<file path="src/rtl/core_intf_trace_rom_if.sv">
// Bus between a trace-replay engine (master) and the trace ROM (slave).
// oob_o exists only when TRACE_ROM_OOB_CHECK_EN is defined.
interface core_intf_trace_rom_if #(
  parameter int unsigned width_p      = 32'd74,
  parameter int unsigned addr_width_p = 32'd15
);
  logic [addr_width_p-1:0] addr_i;
  logic [width_p-1:0]      data_o;
  logic [addr_width_p-1:0] addr_max_o;
  logic                    done_seen_o;
`ifdef TRACE_ROM_OOB_CHECK_EN
  logic                    oob_o;

  modport master (output addr_i, input data_o, input addr_max_o, input done_seen_o, input oob_o);
  modport slave  (input addr_i, output data_o, output addr_max_o, output done_seen_o, output oob_o);
`else
  modport master (output addr_i, input data_o, input addr_max_o, input done_seen_o);
  modport slave  (input addr_i, output data_o, output addr_max_o, output done_seen_o);
`endif
endinterface

</file>
<file path="src/rtl/core_intf_trace_rom.sv">
// Per-core trace ROM feeding a replay engine, with a clocked monitor of progress.
// Optional macro TRACE_ROM_OOB_CHECK_EN adds a sticky out-of-range flag (oob_o).
module core_intf_trace_rom #(
  parameter int unsigned width_p      = 32'd74,
  parameter int unsigned addr_width_p = 32'd15,
  parameter int unsigned rom_id_p     = 32'd0
) (
  input  logic                 clk_i,
  input  logic                 reset_i,
  core_intf_trace_rom_if.slave bus
);

  localparam logic [3:0] op_send_lp   = 4'h1;
  localparam logic [3:0] op_recv_lp   = 4'h2;
  localparam logic [3:0] op_done_lp   = 4'h3;
  localparam logic [3:0] op_dec_lp    = 4'h5;
  localparam logic [3:0] op_init_lp   = 4'h6;
  localparam logic [3:0] mem_load_lp  = 4'h0;
  localparam logic [3:0] mem_store_lp = 4'h1;

  function automatic logic [73:0] send_f(input logic [3:0] mem_op, input logic [31:0] byte_addr,
                                         input logic [31:0] wdata);
    send_f = {op_send_lp, 2'b00, mem_op, byte_addr, wdata};
  endfunction

  function automatic logic [73:0] recv_f(input logic [31:0] rdata);
    recv_f = {op_recv_lp, 38'h0, rdata};
  endfunction

  function automatic logic [73:0] ctrl_f(input logic [3:0] op, input logic [15:0] count);
    ctrl_f = {op, 54'h0, count};
  endfunction

  logic [31:0]             addr_ext_s;
  logic [width_p-1:0]      entry_s;
  logic [addr_width_p-1:0] addr_max_d, addr_max_q;
  logic                    done_seen_d, done_seen_q;

  assign addr_ext_s = 32'(bus.addr_i);

  // Trace contents; anything not listed parks the engine in done.
  always_comb begin
    entry_s = ctrl_f(op_done_lp, 16'h0);
    case (rom_id_p)
      32'd0: begin
        case (addr_ext_s)
          32'd0:   entry_s = send_f(mem_store_lp, 32'h0000_0100, 32'hDEAD_BEEF);
          32'd1:   entry_s = send_f(mem_load_lp,  32'h0000_0100, 32'h0000_0000);
          32'd2:   entry_s = recv_f(32'hDEAD_BEEF);
          default: entry_s = ctrl_f(op_done_lp, 16'h0);
        endcase
      end
      32'd1: begin
        case (addr_ext_s)
          32'd0:   entry_s = send_f(mem_store_lp, 32'h0000_0200, 32'h1234_5678);
          32'd1:   entry_s = send_f(mem_load_lp,  32'h0000_0200, 32'h0000_0000);
          32'd2:   entry_s = recv_f(32'h1234_5678);
          default: entry_s = ctrl_f(op_done_lp, 16'h0);
        endcase
      end
      32'd2: begin
        case (addr_ext_s)
          32'd0:   entry_s = ctrl_f(op_init_lp, 16'd16);
          32'd1:   entry_s = ctrl_f(op_dec_lp, 16'h0);
          32'd2:   entry_s = send_f(mem_store_lp, 32'h0000_0300, 32'hA5A5_A5A5);
          32'd3:   entry_s = send_f(mem_load_lp,  32'h0000_0300, 32'h0000_0000);
          32'd4:   entry_s = recv_f(32'hA5A5_A5A5);
          default: entry_s = ctrl_f(op_done_lp, 16'h0);
        endcase
      end
      default: entry_s = ctrl_f(op_done_lp, 16'h0);
    endcase
  end

  assign bus.data_o = entry_s;

  // Next-state for the progress monitor; address and done update independently.
  always_comb begin
    addr_max_d  = addr_max_q;
    done_seen_d = done_seen_q;
    if (bus.addr_i > addr_max_q) begin
      addr_max_d = bus.addr_i;
    end else begin
      addr_max_d = addr_max_q;
    end
    if (entry_s[73:70] == op_done_lp) begin
      done_seen_d = 1'b1;
    end else begin
      done_seen_d = done_seen_q;
    end
  end

  // Progress monitor registers.
  always_ff @(posedge clk_i or posedge reset_i) begin
    if (reset_i) begin
      addr_max_q  <= {addr_width_p{1'b0}};
      done_seen_q <= 1'b0;
    end else begin
      addr_max_q  <= addr_max_d;
      done_seen_q <= done_seen_d;
    end
  end

  assign bus.addr_max_o  = addr_max_q;
  assign bus.done_seen_o = done_seen_q;

`ifdef TRACE_ROM_OOB_CHECK_EN
  // Unknown traces have no listed entries, so any address beyond 0 is out of range.
  localparam logic [31:0] last_idx_lp = (rom_id_p == 32'd2) ? 32'd5 :
                                        (rom_id_p <= 32'd1) ? 32'd3 : 32'd0;

  logic oob_d, oob_q;

  // Sticky flag for a fetch beyond the end of the selected trace.
  always_comb begin
    oob_d = oob_q;
    if (addr_ext_s > last_idx_lp) begin
      oob_d = 1'b1;
    end else begin
      oob_d = oob_q;
    end
  end

  // Out-of-range flag register; reports the first occurrence after reset.
  always_ff @(posedge clk_i or posedge reset_i) begin
    if (reset_i) begin
      oob_q <= 1'b0;
    end else begin
      if (oob_d && !oob_q) begin
        $error("core_intf_trace_rom: address %0d beyond trace end %0d", addr_ext_s, last_idx_lp);
      end
      oob_q <= oob_d;
    end
  end

  assign bus.oob_o = oob_q;
`endif

endmodule

</file>
<file path="src/flat_wrapper.sv">
// flat-port wrapper written by rule: the top's interface ports become plain ports
module core_intf_trace_rom_flat 
#(
  parameter int unsigned width_p      = 32'd74,
  parameter int unsigned addr_width_p = 32'd15,
  parameter int unsigned rom_id_p     = 32'd0
)
  (clk_i, reset_i, bus_addr_i, bus_data_o, bus_addr_max_o, bus_done_seen_o);
  core_intf_trace_rom_if #(.width_p(width_p), .addr_width_p(addr_width_p)) bus_i ();
  input  logic clk_i;
  input  logic reset_i;
  input wire logic [$bits(bus_i.addr_i)-1:0] bus_addr_i;
  output wire logic [$bits(bus_i.data_o)-1:0] bus_data_o;
  output wire logic [$bits(bus_i.addr_max_o)-1:0] bus_addr_max_o;
  output wire logic [$bits(bus_i.done_seen_o)-1:0] bus_done_seen_o;
  assign bus_i.addr_i = bus_addr_i;
  assign bus_data_o = bus_i.data_o;
  assign bus_addr_max_o = bus_i.addr_max_o;
  assign bus_done_seen_o = bus_i.done_seen_o;
  core_intf_trace_rom #(.width_p(width_p), .addr_width_p(addr_width_p), .rom_id_p(rom_id_p)) u_core (.clk_i(clk_i), .reset_i(reset_i), .bus(bus_i));
endmodule
</file>
<file path="config.mk">
export PLATFORM = sky130hd
export DESIGN_NAME = core_intf_trace_rom_flat
export DESIGN_NICKNAME = d
export VERILOG_FILES = /design/src/rtl/core_intf_trace_rom_if.sv /design/src/rtl/core_intf_trace_rom.sv /design/src/flat_wrapper.sv
export SDC_FILE = /design/constraint.sdc
export NUM_CORES = 1
export LEC_CHECK = 0
export CORE_ASPECT_RATIO = 1.4
export CORE_MARGIN = 2
export CORE_UTILIZATION = 37
export CTS_BUF_LIST = sky130_fd_sc_hd__clkbuf_4
export DETAILED_ROUTE_END_ITERATION = 8
export GPL_TIMING_DRIVEN = 1
export PLACE_DENSITY = 0.83
export SLEW_MARGIN = 40
export SYNTH_ARGS = -nofsm -noshare
export SYNTH_HDL_FRONTEND = slang
export SYNTH_SLANG_ARGS = --single-unit
export TNS_END_PERCENT = 10
</file>
<file path="constraint.sdc">
create_clock -name clk_i -period 3.28 [get_ports clk_i]
set_input_delay 0.82 -clock clk_i [delete_from_list [all_inputs] [get_ports clk_i]]
set_output_delay 0.82 -clock clk_i [all_outputs]
set_load 0.01 [all_outputs]
</file>
After elaboration in Yosys (flattened, before gate mapping)

Index checks and enable logic that the tools add are counted.

Memories kept: 0
Register bits: 16
Bits in writable memories: 0
Bits in latches: 0
Output and inout port bits: 90
Bits in read-only memories: 0

Bitwise operators: 0
$lt $le $gt $ge: 1
Muxes and demuxes: 1
Divide/modulo/power cells: 0
$add $sub $neg: 0
Reductions and logical operators: 1
Shifts and indexed selects: 0
Multipliers: 0
Equality and inequality tests: 3

Operator list:

| operator              | count |
|---|---|
| $pmux W72 S3          | 1 |
| $logic_not A32 Y1     | 1 |
| $eq A15 B1 Y1 const B | 1 |
| $eq A15 B2 Y1 const B | 1 |
| $gt A15 B15 Y1        | 1 |
| $eq A2 B2 Y1 const B  | 1 |

Depth between registers and ports, before layout

Gate-level depths: netlist of the first run.

Word-level depth: 3
Mapped depth: 8

Worst setup path before layout of the first run

No wires, ideal clock.

Path type: in2out
Start point: input port bus_addr_i[5]
End point: output port bus_data_o[10]
Path buffers: 1
Data arrival time: 2430 ps
Setup slack: 30 ps
Data required time: 2460 ps
Cell stages on the path: 4
Cell sequence: nor4_1 > nand4_1 > nor2_1 > buf_4

Cells in the longest elaborated chain, start to end: 2
Elaborated cells on any way between the ends: 4
Those cells by class: eq/ne: 2; mux: 1; reduce/logical: 1

Ends and longest elaborated chain:

| what                                            | line                      | source |
|---|---|---|
| start: declaration                              | flat_wrapper.sv:12        | `input wire logic [$bits(bus_i.addr_i)-1:0] bus_addr_i;` |
| $logic_not A32 Y1, or another cell as far along | core_intf_trace_rom.sv:46 | `case (addr_ext_s)` |
| $pmux W72 S3 *                                  | core_intf_trace_rom.sv:46 |  |
| end: declaration                                | flat_wrapper.sv:13        | `output wire logic [$bits(bus_i.data_o)-1:0] bus_data_o;` |

Every way passes the cells marked *; elsewhere a longest branch is shown, timed or not.

Worst setup path in the final report of the first run

Start point: input port bus_addr_i[13]
End point: output port bus_data_o[26]

Same word-level chain as after synthesis.

==> results.txt, run 1 <==
----------------------------------------------------
[Global route]
  Global-route usage over all layers ... 0.125
  First-pass GRT wire length ... 4.69 mm
  Grt total ovfl ... 0
  Pin count of the biggest net entering global routing ... 17
  Number of global-route vias before repair ... 1112
  Antenna violations before repair ... 0

[Power]
  PwrDens ... approximately 660 nW/µm²
  Maximum vdd ir drop ... roughly 230 µV
  Leakage ... roughly 1.1 nW

[Yosys]
  Most used flip-flop cell after synthesis ... dfrtp_1
  Portion of synthesized cell area occupied by the leading cell type ... 0.326
  Number of instances in the synthesized netlist ... around 170
  Syn avg cell area ... ~9.5 µm²
  Ys async rst share ... 1.00
  Synth area leader ... buf_4
  Commonest cells post-synth ... 69 x buf_4, 18 x inv_1, 16 x dfrtp_1
  Ranking of synthesized cells by area ... buf_4 33%, dfrtp_1 25%, ha_1 12%, mux2_4 9.4%, inv_1 4.2%
  Dominant cell by count in the synthesized netlist ... buf_4
  Count of distinct cell types in the synthesized netlist ... 22
  Number of warning messages in the yosys log ... 0
  Register area share after synthesis ... 0.252
  Number of enable flip-flop cells after synthesis ... 0
  Mapped cell area ... 1590 µm²
  FF+latch count, synth ... 16

[Routing]
  Initial drt markers ... 19
  Wire length reported by the detailed router ... around 3.2 mm
  WL/cell ... 11.8 µm
  Post-detailed-route DRC marker count ... 0
  Detail Route met2 WL ... about 1.7 mm
  Iteration count of the initial detailed-routing pass ... 5
  Remaining antenna violation count ... 0
  Average vias per placed instance ... between 4 and 5
  Highest layer used for signal routing ... met4
  Met1 routed wirelength after detailed routing ... 1.19 mm
  Detailed-route via count ... 1156
  Sum of met3 wire segment lengths after detailed routing ... about 200 µm

[Placement]
  Final HPWL from detailed placement ... 2.57 mm
  DP Worst Slack ... -0.426 ns
  Instance area at placement ... 2000 µm²
  Routability congestion estimate from global placement ... 0.791
  I/O Buffers ... 60
  Placed cells ... 264

[Critical path]
  Required @ worst endpoint ... roughly 2.5 ns
  Class of the most critical setup path ... primary input to output port
  Largest delay contributor family on the critical path ... buffers and inverters
  CP Capture Type ... output port
  Crit path max fanout ... 6
  Critical path launch point type ... primary input
  Critical path's largest stage delay ... 0.44 ns
  Register-to-Register Path Depth ... 8
  Slowest stage cell, crit path ... clkdlybuf4s50_1
  Critical path buffer and inverter count ... 3
  Critical path cell sequence ... clkdlybuf4s50_1 -> nor4_2 -> nand4_1 -> nor2_2 -> buf_6 -> dlygate4sd2_1
  CP arrival ... 2.33 ns
  Levels on crit path ... 6

[Timing]
  Worst clock skew ... 0.00610 ns
  Smallest setup slack after layout ... 0.127 ns
  Fmax ... 317 MHz
  Post-layout minimum cycle time ... 3.15 ns
  Number of hold violations in the final report ... 0
  Worst hold margin ... 0.500 ns
  Final setup violation count ... 0
  Max-slew headroom at the worst pin ... 0.599
  Unrepaired setup endpoints after global routing ... false
  Share of the clock period used by the worst path ... 0.961
  Worst slew pin tran ... around 0.6 ns
  Max-slew violation count ... 0

[Worst hold path]
  Type of the most critical hold path ... flop to flop
  Hold depth ... 1

[Die]
  Initial Utilization ... 0.381
  Overall die width ... just under 60 µm
  Number of top-level design ports ... 107
  Core Box Area ... 4170 µm²
  Total number of placement rows ... 28
  Die Footprint ... around 4800 µm²
  Die height ... 81.6 µm

[Job]
  Maximum capacitance violations ... 0

[Clocking]
  Clock tree from TritonCTS ... yes
  Clock-pin slew of the registers on the worst-case setup and hold paths ... 0.11 ns
  Master cell of the clock root buffer ... clkbuf_4
  Number of levels in the clock H-tree ... 1
  Number of buffers on the longest clock path ... 2
  Clock network latency to the later pin of the worst-skew pair ... 0.30 ns
  Number of buffers created by CTS ... 3
  Clock sink count ... 16

[Final layout]
  Final standard cell count with taps included and fillers excluded ... 270
  Layout cells sized above 1 ... 0.258
  Post-route cell area ... 2030 µm²
  Area growth, synth to finish ... 27.9%
  Post-layout nets ... roughly 260
  Diodes inserted ... 0
  Final standard cell utilization of the core ... 0.488

[Status]
  Status ... finished, final reports clean

----------------------------------------------------
==> worst paths after layout <==
check	startpoint	to	slack [ns]
max	bus_addr_i[13]	bus_data_o[26]	0.13
min	u_core.bus.done_seen_o	u_core.bus.done_seen_o	0.50
max reg2reg	u_core.bus.addr_max_o[10]	u_core.bus.addr_max_o[13]	1.29
min reg2reg	u_core.bus.done_seen_o	u_core.bus.done_seen_o	0.50
max in group asynchronous	reset_i	u_core.bus.addr_max_o[4]	2.01
min in group asynchronous	reset_i	u_core.bus.addr_max_o[10]	0.88
==> cells by family after synthesis <==
family	Yosys count	synth area share
multiplexers	15	0.130
AND/OR/NAND/NOR	19	0.0622
AO/OA/AOI/OAI	14	0.0582
adder cells (fa/ha/maj)	15	0.118
other	1	0.00236
flip-flops	16	0.252
buffers and inverters	88	0.378
==> routing by layer <==
layer  vias to the layer above  track usage
met5                         -            0
met4                         0       0.0545
li1                        556            -
met1                       540        0.134
met2                        56        0.236
met3                         4       0.0157
==> power by group <==
| group | leakage, nW | switching (mW) | total (mW) | internal [mW] |
|---|---|---|---|---|
| combinational | 0.933 | 0.358 | 0.850 | 0.492 |
| sequential | 0.184 | 0.0792 | 0.375 | 0.296 |
| clock | 0.0154 | 0.0698 | 0.114 | 0.0443 |
==> state kept, by name, summed over array words and instances (netlist names) <==
signal                  cells
u_core.bus.addr_max_o      15
u_core.bus.done_seen_o      1
==> placed cells by master, fill, tap and decap left out, types with 2 or more instances in the layout <==
cell             synthesis  final
buf_2                    0      5
mux2_4                  10     10
ha_1                    15     15
mux2_2                   5      5
nand2_1                  3      3
dlymetal6s2s_1           0      4
o21ai_0                  2      2
o21ai_1                  2      2
clkdlybuf4s15_1          0      4
nor3_1                   2      2
a21oi_1                  6      6
dfrtp_1                 16     16
clkbuf_4                 0      3
clkdlybuf4s15_2          0      2
buf_4                   69     16
inv_1                   18     18
a211oi_2                 2      2
clkdlybuf4s50_1          0     26
buf_6                    0      7
nand4_1                  4      4
conb_1                   1     46
nor4_2                   0      2
clkbuf_2                 0      3
dlygate4sd2_1            0     11
nor2_1                   4      3
==> repair_timing <==
item	in CTS	in global routing
hold endpoints to repair	0	0
resized for setup	46	46
hold buffers	0	0
gates cloned	1	1
buffers inserted	1	0
setup endpoints to repair	28	26
pin swaps	4	4
==> per-stage QoR <==
stage / total power, mW / TNS, ns
4_1_cts: 1.35 / -0.994
3_5_place_dp: 1.23 / -11.20
5_1_grt: 1.45 / 0
3_3_place_gp: 1.20 / -9.84
2_1_floorplan: 0.950 / 0
6_report: 1.34 / 0
==> area by class of cell <==
class / instances / area (µm²)
clock buffer: 3 / 22.5
clock inverter: 1 / 3.75
fill: 408 / 2130
inverter: 18 / 67.6
multi-input combinational: 109 / 776
sequential: 16 / 400
tap: 45 / 56.3
timing repair buffer: 78 / 708
(Power assumes the default switching activity.)
==> run 2: changes to the inputs <==
--- a/config.mk
+++ b/config.mk
@@ -5,10 +5,11 @@
 export SDC_FILE = /design/constraint.sdc
 export NUM_CORES = 1
 export LEC_CHECK = 0
+export CAP_MARGIN = 40
 export CORE_ASPECT_RATIO = 1.4
 export CORE_MARGIN = 2
 export CORE_UTILIZATION = 37
-export CTS_BUF_LIST = sky130_fd_sc_hd__clkbuf_4
+export CTS_BUF_LIST = sky130_fd_sc_hd__clkbuf_4 sky130_fd_sc_hd__clkbuf_8
 export DETAILED_ROUTE_END_ITERATION = 8
 export GPL_TIMING_DRIVEN = 1
 export PLACE_DENSITY = 0.83
==> run 2 against run 1 <==
- maximum frequency about the same
- global-route usage up 0.35 points
- clock power is 56% higher
- largest cell class unchanged
- clock skew down 0.0034 ns
- total power grew 4.9%
==> results.txt, run 2 (same netlist as run 1, synthesis figures left out) <==
----------------------------------------------------
[Power]
  Int Pwr ... 0.895 mW (+7.6%)
  Part of the total power dissipated in the clock network ... 0.126 (+0.041)
  Net Sw Power ... 0.510 mW (+0.55%)
  Portion of total power attributed to sequential cells ... 0.267 (-0.013)
  PwrDens ... 681 nW/µm² (+3.4%)
  Comb pwr share ... 0.607 (-0.028)
  Maximum vdd ir drop ... 267 µV (+17%)
  Leakage ... 1.15 nW (+1.2%)
  Switching share of power ... 0.363 (-0.0157)

[Global route]
  Antenna violations before repair ... 0 (unchanged)
  Number of global-route vias before repair ... 1128 (+1.4%)
  Grt total ovfl ... 0 (unchanged)
  Pin count of the biggest net entering global routing ... 17 (unchanged)
  First-pass GRT wire length ... 4.73 mm (+0.87%)
  Global-route usage over all layers ... 0.129 (+0.00354)

[Final layout]
  Final standard cell count with taps included and fillers excluded ... 270 (unchanged)
  Layout cells sized above 1 ... 0.262 (+0.00444)
  Post-route cell area ... 2060 µm² (+1.4%)
  Commonest non-fill, non-tap cells in the layout ... 46 x conb_1, 26 x clkdlybuf4s50_1, 18 x inv_1, 16 x buf_4, 16 x dfrtp_1
  Post-layout nets ... 258 (unchanged)
  Max FFs per register ... 15 (unchanged)
  Area growth, synth to finish ... 29.7%
  Diodes inserted ... 0 (unchanged)
  Most frequent standard cell in the layout excluding fill and tap cells ... conb_1

[Routing]
  Remaining antenna violation count ... 0 (unchanged)
  WL/cell ... 11.8 µm (about the same)
  Post-detailed-route DRC marker count ... 0 (unchanged)
  Iteration count of the initial detailed-routing pass ... 2 (-3)
  Wire length reported by the detailed router ... 3.18 mm (about the same)
  Average vias per placed instance ... 4.32 (+0.87%)
  Detailed-route via count ... 1166 (+0.87%)
  Initial drt markers ... 21 (+2)

[Placement]
  I/O Buffers ... 60 (unchanged)
  Placed cells ... 264 (unchanged)
  Final HPWL from detailed placement ... 2.57 mm (unchanged)
  Routability congestion estimate from global placement ... 0.791 (unchanged)
  Instance area at placement ... 2000 µm² (unchanged)

[Critical path]
  Timing startpoint of the critical path ... bus_addr_i[13]
  CP arrival ... 2.33 ns (about the same)
  Required @ worst endpoint ... 2.46 ns (about the same)
  End of the worst register-to-register path ... u_core.bus.addr_max_o[13]
  Register-to-Register Path Depth ... 8 (unchanged)
  Critical path launch point type ... primary input
  Crit path max fanout ... 6 (unchanged)
  Startpoint of the lowest-slack register-to-register path ... u_core.bus.addr_max_o[8]
  Register-to-register setup slack ... 1.30 ns (about the same)
  Setup crit end ... bus_data_o[26]
  Class of the most critical setup path ... primary input to output port
  CP Capture Type ... output port

[Die]
  Core Box Area ... 4170 µm² (unchanged)
  Die height ... 81.6 µm (unchanged)
  Total number of placement rows ... 28 (unchanged)
  Initial Utilization ... 0.381 (unchanged)
  Number of top-level design ports ... 107 (unchanged)
  Die Footprint ... 4850 µm² (unchanged)
  Overall die width ... 59.4 µm (unchanged)

[Status]
  Status ... finished, final reports clean

[Timing]
  Worst slew pin tran ... 0.592 ns (-0.00898 ns)
  Number of hold violations in the final report ... 0 (unchanged)
  Final setup violation count ... 0 (unchanged)
  Unrepaired setup endpoints after global routing ... false
  Fmax ... 317 MHz (about the same)
  Max-slew headroom at the worst pin ... 0.605 (+0.00600)
  Max-slew violation count ... 0 (unchanged)
  Worst clock skew ... 0.00274 ns (-0.00335 ns)
  Share of the clock period used by the worst path ... 0.960 (about the same)
  Post-layout minimum cycle time ... 3.15 ns (-0.00287 ns)

[Job]
  Maximum capacitance violations ... 0 (unchanged)

[Clocking]
  Number of buffers on the longest clock path ... 2 (unchanged)
  Number of levels in the clock H-tree ... 1 (unchanged)
  Clock tree from TritonCTS ... yes
  Master cell of the clock root buffer ... clkbuf_8
  Clock sink count ... 16 (unchanged)
  Clock network latency to the later pin of the worst-skew pair ... 0.25 ns (-0.05 ns)
  Number of buffers created by CTS ... 3 (unchanged)
  Clock-pin slew of the registers on the worst-case setup and hold paths ... 0.06 ns (-0.05 ns)

[Worst hold path]
  Type of the most critical hold path ... flop to flop

----------------------------------------------------
run 2: cell types whose count changed in the layout (fill, tap and decap cells not counted), sizes merged:
cell and delta:
clkbuf +1, clkinv -1
run 2: layer usage:
metal | wire, µm | global-route usage | part of all wire
met1 | 1170 | 0.130 | 0.37
met3 | 187 | 0.0157 | 0.059
met2 | 1740 | 0.244 | 0.55
met4 | 83 | 0.0750 | 0.026
met5 | 0 | 0 | 0
run 2: layout make-up:
| class | instances | area (µm²) |
|---|---|---|
| repair buffers | 78 | 708 |
| well taps | 45 | 56.3 |
| clock buffers | 4 | 55.1 |
| flip-flops and latches | 16 | 400 |
| multi-input cells | 109 | 776 |
| inverters | 18 | 67.6 |
| fillers | 403 | 2110 |
run 2: per-stage QoR:
| step | utilization | setup TNS, ns | power (mW) | setup slack (ns) | hold WS [ns] |
|---|---|---|---|---|---|
| final | 0.495 | 0 | 1.41 | 0.130 | 0.490 |
| after global routing | 0.495 | 0 | 1.52 | 0.00563 | 0.530 |
| after CTS | 0.495 | -0.994 | 1.42 | -0.0899 | 0.493 |
| after detailed placement | 0.480 | -11.20 | 1.23 | -0.426 | 0.476 |
| after global placement | 0.480 | -9.84 | 1.20 | -0.368 | 0.464 |
| after floorplan | - | 0 | 0.950 | 0.0300 | 0.510 |
run 2: worst min-delay path by stage:
stage,cells past startpoint,start,end,slack (ns)
floorplan,1,u_core.bus.done_seen_o,u_core.bus.done_seen_o,0.51
global placement,1,u_core.bus.done_seen_o,u_core.bus.done_seen_o,0.46
detailed placement,1,u_core.bus.done_seen_o,u_core.bus.done_seen_o,0.48
CTS,1,u_core.bus.done_seen_o,u_core.bus.done_seen_o,0.49
global route,1,u_core.bus.done_seen_o,u_core.bus.done_seen_o,0.53
finish,1,u_core.bus.done_seen_o,u_core.bus.done_seen_o,0.49
run 2: what timing repair did:
item | 4_1_cts | 5_1_grt
pin swaps | 4 | 4
endpoints found under the setup margin | 28 | 26
cloned | 1 | 1
buffers inserted | 1 | 0
hold buffers | 0 | 0
gates resized for setup | 46 | 46
run 2: power groups by stage:
stage / logic (mW) / registers, mW / clock network [mW]
floorplan: 0.541 / 0.409 / 0
global placement: 0.827 / 0.372 / 0
detailed placement: 0.852 / 0.381 / 0
CTS: 0.859 / 0.378 / 0.179
global route: 0.937 / 0.390 / 0.191
finish: 0.852 / 0.375 / 0.178
run 2: critical path: stages:
cell	delay, ns
clkdlybuf4s50_1	0.44
nor4_2	0.19
nand4_1	0.25
nor2_2	0.23
buf_6	0.14
dlygate4sd2_1	0.26
